==> config.mk <==
export PLATFORM = sky130hd
export DESIGN_NAME = pipe_idex_reg
export DESIGN_NICKNAME = d
export VERILOG_FILES = /design/src/rtl/pipe_idex_reg.sv
export SDC_FILE = /design/constraint.sdc
export NUM_CORES = 1
export LEC_CHECK = 0
export BUFFER_PORTS_ARGS = -buffer_cell sky130_fd_sc_hd__buf_4
export CAP_MARGIN = 20
export CORE_AREA = 3 3 128 130
export CTS_BUF_LIST = sky130_fd_sc_hd__clkbuf_8
export DETAILED_ROUTE_END_ITERATION = 7
export DIE_AREA = 0 0 131 133
export PLACE_DENSITY = 0.67
export SKIP_CTS_REPAIR_TIMING = 1
export SYNTH_ARGS = -nofsm -noshare
export SYNTH_HDL_FRONTEND = slang
export SYNTH_SLANG_ARGS = --single-unit
==> constraint.sdc <==
create_clock -name clock -period 4.25 [get_ports clock]
set_clock_uncertainty 0.15 [all_clocks]
set_input_delay 0.2125 -clock clock [delete_from_list [all_inputs] [get_ports clock]]
set_output_delay 0.2125 -clock clock [all_outputs]
set_load 0.01 [all_outputs]
==> src/rtl/pipe_idex_reg.sv <==
// ----------------------------------------------------------------------------
// pipe_idex_reg
// ID/EX pipeline register of the 5-stage pipeline. Captures the decoded
// controls and operands from ID on every rising edge, turns the ID
// instruction into a bubble on a load-use stall or a control flush, exposes
// the EX-stage status that the ID hazard unit needs, and keeps two saturating
// event counters for performance debug.
//
// Ports
//   clock, resetn        rising-edge clock, asynchronous active-low reset
//   load_depen           load-use hazard from ID: insert a bubble into EX
//   flush                taken branch/jump resolved: cancel the ID instruction
//   d*                   ID-stage controls, register number and operands
//   e*                   registered EX-stage controls, register number, data
//   ex_is_uncond         EX holds j or jal
//   ex_is_cond           EX holds beq or bne
//   bubble_cnt           edges where a load_depen-only bubble was inserted
//   flush_cnt            edges where a flush bubble was inserted
// ----------------------------------------------------------------------------
module pipe_idex_reg #(
    parameter int unsigned DW = 32,
    parameter int unsigned CW = 16
) (
    input  logic          clock,
    input  logic          resetn,

    // hazard / flush requests
    input  logic          load_depen,
    input  logic          flush,

    // ID-stage controls
    input  logic          dwreg,
    input  logic          dm2reg,
    input  logic          dwmem,
    input  logic          djal,
    input  logic          dj,
    input  logic          dbeq,
    input  logic          dbne,
    input  logic [4:0]    daluc,
    input  logic          daluimm,
    input  logic          dshift,
    input  logic [1:0]    dstore_depen,
    input  logic [4:0]    drn,

    // ID-stage data
    input  logic [DW-1:0] da,
    input  logic [DW-1:0] db,
    input  logic [DW-1:0] dimm,
    input  logic [DW-1:0] dpc4,

    // EX-stage controls
    output logic          ewreg,
    output logic          em2reg,
    output logic          ewmem,
    output logic          ejal,
    output logic          ealuimm,
    output logic          eshift,
    output logic [4:0]    ealuc,
    output logic [1:0]    estore_depen,
    output logic [4:0]    ern,

    // EX-stage data
    output logic [DW-1:0] ea,
    output logic [DW-1:0] eb,
    output logic [DW-1:0] eimm,
    output logic [DW-1:0] epc4,

    // EX-stage status for the ID hazard unit
    output logic          ex_is_uncond,
    output logic          ex_is_cond,

    // performance-debug counters
    output logic [CW-1:0] bubble_cnt,
    output logic [CW-1:0] flush_cnt
);

    localparam logic [CW-1:0] CNT_MAX = {CW{1'b1}};
    localparam logic [CW-1:0] CNT_ONE = CW'(1);

    // ------------------------------------------------------------------------
    // Next-state decode
    // ------------------------------------------------------------------------
    logic          bub_c;
    logic          stall_only_c;

    logic          nxt_wreg_c;
    logic          nxt_m2reg_c;
    logic          nxt_wmem_c;
    logic          nxt_jal_c;
    logic          nxt_uncond_c;
    logic          nxt_cond_c;
    logic [1:0]    nxt_store_depen_c;
    logic [4:0]    nxt_rn_c;

    logic [CW-1:0] nxt_bubble_cnt_c;
    logic [CW-1:0] nxt_flush_cnt_c;

    // Bubble insertion: only the side-effecting controls are cleared; the
    // ALU selects and operands stay live since they cannot commit anything.
    always_comb begin
        bub_c             = flush | load_depen;
        // flush wins, so a simultaneous stall is attributed to the flush only
        stall_only_c      = load_depen & ~flush;

        nxt_wreg_c        = 1'b0;
        nxt_m2reg_c       = 1'b0;
        nxt_wmem_c        = 1'b0;
        nxt_jal_c         = 1'b0;
        nxt_uncond_c      = 1'b0;
        nxt_cond_c        = 1'b0;
        nxt_store_depen_c = 2'b00;
        nxt_rn_c          = 5'd0;

        if (!bub_c) begin
            nxt_wreg_c        = dwreg;
            nxt_m2reg_c       = dm2reg;
            nxt_wmem_c        = dwmem;
            nxt_jal_c         = djal;
            nxt_uncond_c      = dj | djal;
            nxt_cond_c        = dbeq | dbne;
            nxt_store_depen_c = dstore_depen;
            // drn is passed through even for $0; write masking lives downstream
            nxt_rn_c          = drn;
        end
    end

    // Saturating increments: hold at all-ones instead of wrapping.
    always_comb begin
        nxt_bubble_cnt_c = bubble_cnt;
        nxt_flush_cnt_c  = flush_cnt;

        if (stall_only_c && (bubble_cnt != CNT_MAX)) begin
            nxt_bubble_cnt_c = bubble_cnt + CNT_ONE;
        end

        if (flush && (flush_cnt != CNT_MAX)) begin
            nxt_flush_cnt_c = flush_cnt + CNT_ONE;
        end
    end

    // ------------------------------------------------------------------------
    // Control register (bubble-aware fields)
    // ------------------------------------------------------------------------
    always_ff @(posedge clock or negedge resetn) begin
        if (!resetn) begin
            ewreg        <= 1'b0;
            em2reg       <= 1'b0;
            ewmem        <= 1'b0;
            ejal         <= 1'b0;
            ex_is_uncond <= 1'b0;
            ex_is_cond   <= 1'b0;
            estore_depen <= 2'b00;
            ern          <= 5'd0;
        end else begin
            ewreg        <= nxt_wreg_c;
            em2reg       <= nxt_m2reg_c;
            ewmem        <= nxt_wmem_c;
            ejal         <= nxt_jal_c;
            ex_is_uncond <= nxt_uncond_c;
            ex_is_cond   <= nxt_cond_c;
            estore_depen <= nxt_store_depen_c;
            ern          <= nxt_rn_c;
        end
    end

    // ------------------------------------------------------------------------
    // Operand-select and data register (loads unconditionally)
    // ------------------------------------------------------------------------
    always_ff @(posedge clock or negedge resetn) begin
        if (!resetn) begin
            ealuc   <= 5'd0;
            ealuimm <= 1'b0;
            eshift  <= 1'b0;
            ea      <= '0;
            eb      <= '0;
            eimm    <= '0;
            epc4    <= '0;
        end else begin
            ealuc   <= daluc;
            ealuimm <= daluimm;
            eshift  <= dshift;
            ea      <= da;
            eb      <= db;
            eimm    <= dimm;
            epc4    <= dpc4;
        end
    end

    // ------------------------------------------------------------------------
    // Event counters
    // ------------------------------------------------------------------------
    always_ff @(posedge clock or negedge resetn) begin
        if (!resetn) begin
            bubble_cnt <= '0;
            flush_cnt  <= '0;
        end else begin
            bubble_cnt <= nxt_bubble_cnt_c;
            flush_cnt  <= nxt_flush_cnt_c;
        end
    end

endmodule

# Yosys cells after proc, flatten, opt, wreduce, memory -nomap -nowiden
# Cells that the tools add are included.
# totals
elab_cells	36
regBits	180
in_bits	153
output_inout_bits	180
# classes
bitwise_logic	5
muxes	8
n_eq_ne	2
addsub	2
reduce_logical	2
# ops
op	count
adder 16 x 1 -> 16 bit, second input constant	2
inequality test 16 bit, second input constant	2
2-to-1 mux 1 bit	6
2-to-1 mux 5 bit	1
bitwise OR 1 bit	3
logical AND 1 bit	2
2-to-1 mux 2 bit	1
AND 1 bit	1
inverter 1 bit	1

# Depth between registers and ports, before layout
# logic_depth
word_depth	3
mapped_depth	5
ltp_nobuf	5

# Worst setup path before layout
# Ideal clock, no wire load.
# synth_path
kind	register -> register
startpoint	register flush_cnt[12]
endpoint	register flush_cnt[1]
arrival_time_ns	1.554
stages_incl_launch_ff	5
path_slack_ns	2.421
required_time_ns	3.975
setup_ns	0.125
cell_sequence	dfrtp_1 nand4_1 nor4_1 nand2b_1 mux2_2
# synth_between
elab_chain_cells	2
# synth_rtl
item	line	text
from (decl)	74	output logic [CW-1:0] flush_cnt
from (signal assigned)	198	flush_cnt <= nxt_flush_cnt_c;
inequality test 16 bit	136	if (flush && (flush_cnt != CNT_MAX)) begin
logical AND 1 bit	136	
# Every way passes these cells.
# A chain may end at the register's enable or synchronous reset.

# Final worst setup path
# layout_path
startpoint	input port flush
endpoint	register ex_is_cond
# layout_between
elab_chain_cells	2
# layout_rtl
item	line	text
from (decl)	29	input logic flush,
bitwise OR 1 bit	101	bub_c = flush | load_depen;
2-to-1 mux 1 bit	114	if (!bub_c) begin
net nxt_cond_c	91	logic nxt_cond_c;
to (signal assigned)	160	ex_is_cond <= nxt_cond_c;
to (decl)	70	output logic ex_is_cond,
# The timed path passes the listed nets, and every way through them passes these cells.

==> impl_metrics.toml <==
[pwr]
intPower_mw = 2.89
ir_worst_vdd_uv = 257
comb_power_share = 0.176
pwr-share-seq = 0.502
total_power_mw = 3.91
powerDensity_nw_per_um2 = 388
clockPowerShare = 0.322
p_sw_frac = 0.261
p_leak_nw = 4.95
switching_power_mw = 1.02

[die]
dieArea_um2 = 17400
die_y_um = 133
core_um2 = 15300
boundaryPins = 333
die_x_um = 131
rows = 45
start_util = 0.351

[critical_path]
timing.rr.start = "flush_cnt[14]"
cp.depth = 5
reg2regPathDepth = 4
critPathCaptureType = "register"
cp_top_family = "buffers and inverters"
start_kind = "input port"
worstPathRequired_ns = 4.48
crit_path_end = "ex_is_cond"
rr_endpoint = "flush_cnt[1]"
crit_buf_inv = 3
crit_type = "in2reg"
slowest_stage = "nor2_1"
reg2reg_slack_ns = 2.26
worstSetupStartpoint = "flush"
crit_chain = "dlygate4sd3_1 > buf_4 > nor2_1 > o21a_1 > dlygate4sd3_1"
crit_arrival_ns = 2.25
critPathMostFrequentCell = "dlygate4sd3_1"
cp_max_fo = 13
cp_slowest_stage_delay_ns = 0.56

[clock_network]
worstSkewPairLatency_ns = 0.44
cts_buffer_depth = 2
cts.sinks = 180
root_buffer = "clkbuf_8"
cts_buffers = 17
cts_htree_levels = 4
cts_tree = "built"
path_clk_slew_ns = 0.10

[grt]
grt_pass1_wl_um = 22900
grt_max_degree = 100
grt_overflow = 0
grt_usage = 0.177
grt_pass1_vias = 4017
antenna_found_initial = 1

[placement]
gp_congestion = 0.814
portBuffers = 332
dp_slack_ns = 2.27
place_area_um2 = 8120
dp_hpwl_um = 12300

[synth]
netlist.area_leader.share = 0.842
post-synth-top-area-cell = "dfrtp_1"
synth-main-ff-cell = "dfrtp_1"
synth.net_count = 458
ys_warn_count = 0
yosysMostFrequentCell = "dfrtp_1"
synth_cell_types = 31
synth_common_cells = "dfrtp_1, xor2_1, and2_1, nand2_1, nand4_1"
synth_edf_count = 0
ys_top_cells_by_area = "dfrtp_1, xor2_1, xnor2_1"
async_flop_share = 1.00
ys_seq_elements = 180
avgSynthCellArea_um2 = 17.7
syn_inst = 303
ys_seq_area_frac = 0.842
syn_area_um2 = 5350

[detailed_routing]
first_iter_violations = 191
final_antenna_net_count = 0
drt_first_pass_iters = 4
wire_per_inst_um = 18.6
via_per_inst = 4.37
finalWirelength_um = 19100
drc_errors = 0
vias = 4499

[sta]
setup_violations = 0
fin_ws_ns = 2.23
setup_tns_ns = 0
period_needed_ns = 2.02
fmax_mhz = 495
fin_crit_sh = 0.475
slew_headroom = 0.391
slew_viol_final = 0
tightestPinTransition_ns = 0.914
holdWs_ns = 0.0979
rsz0062_at_grt = "no"
hold_violations = 0

[hold_path]
worstHoldStart = "load_depen"
hold_path_class = "in2reg"

[finish]
drive_gt1_frac = 0.458
syn2layout_area_growth_pct = 88.5
nets = 960
finalInstanceArea_um2 = 10100

[outcome]
status = "finished clean"

[run]
max_cap_violations = 0
## layer usage
metal | up-vias | track usage | share of wire
li1 | 2028 | - | -
met1 | 2218 | 0.197 | 0.37
met2 | 217 | 0.298 | 0.54
met3 | 36 | 0.0755 | 0.070
met4 | 0 | 0.0669 | 0.030
met5 | - | 0 | 0
## registers in the layout, indices dropped and copies added (netlist names), 5 cells and up
signal      count
eimm           32
ealuc           5
epc4           32
eb             32
ern             5
ea             32
bubble_cnt     16
flush_cnt      16
## layout make-up
class / instances / area (um^2)
clock buffers: 20 / 275
inverters: 2 / 7.51
fillers: 1046 / 5170
flip-flops and latches: 180 / 4500
diodes: 1 / 2.50
repair buffers: 485 / 4040
clock inverters: 12 / 164
multi-input cells: 119 / 830
well taps: 211 / 264
## worst reg2reg max path, delay by kind of cell, from the launching register on
family           cells  cell delay [ns]
multiplexers         1             0.34
flip-flops           1             0.44
AND/OR/NAND/NOR      3             0.97
## worst min-delay path by stage
stage / end / slack, ns / cells past startpoint
2_1_floorplan: bubble_cnt[0] / -0.23 / 0
3_3_place_gp: ea[3] / 0.17 / 1
3_5_place_dp: epc4[3] / 0.17 / 1
4_1_cts: epc4[10] / -0.33 / 1
5_1_grt: ern[2] / 0.08 / 3
6_report: ern[2] / 0.1 / 3
## metrics by stage
stage	utilization	std cells
after floorplan	-	303
after global placement	0.532	845
after detailed placement	0.532	845
after CTS	0.561	877
after global routing	0.661	1030
final	0.661	1030
## kinds of logic (layout without fill, tap and decap cells)
kind of cell | count (synthesis) | in the layout | synth area share
flops | 180 | 180 | 0.842
simple gates | 76 | 76 | 0.0851
xor+xnor | 24 | 24 | 0.0393
compound gates | 15 | 15 | 0.0218
buf+inv | 4 | 519 | 0.00281
fa+ha+maj | 2 | 2 | 0.00468
mux | 2 | 2 | 0.00421
other cells | 0 | 1 | 0
## placed cells by master (no fill, tap or decap), types with 3 or more instances in the layout
cell	instances
nand2_1	12
a21oi_1	3
dfrtp_1	180
nor2_1	9
nand4_1	11
and2_1	12
and4_1	5
inv_6	5
and3_1	3
xnor2_1	10
xor2_1	14
dlygate4sd3_1	152
clkbuf_8	20
bufinv_16	3
nand3_1	8
o21a_1	3
nor3_1	5
buf_4	331
## power groups by stage
stage                     combinational, mW  sequential, mW  clock [mW]
after floorplan                       0.104            2.04           0
after CTS                             0.569            1.96        1.29
after detailed placement              0.568            1.99           0
after global routing                  0.739            1.98        1.37
final                                 0.688            1.96        1.26
after global placement                0.560            1.98           0
No activity file was read; power rests on OpenSTA's default activity.
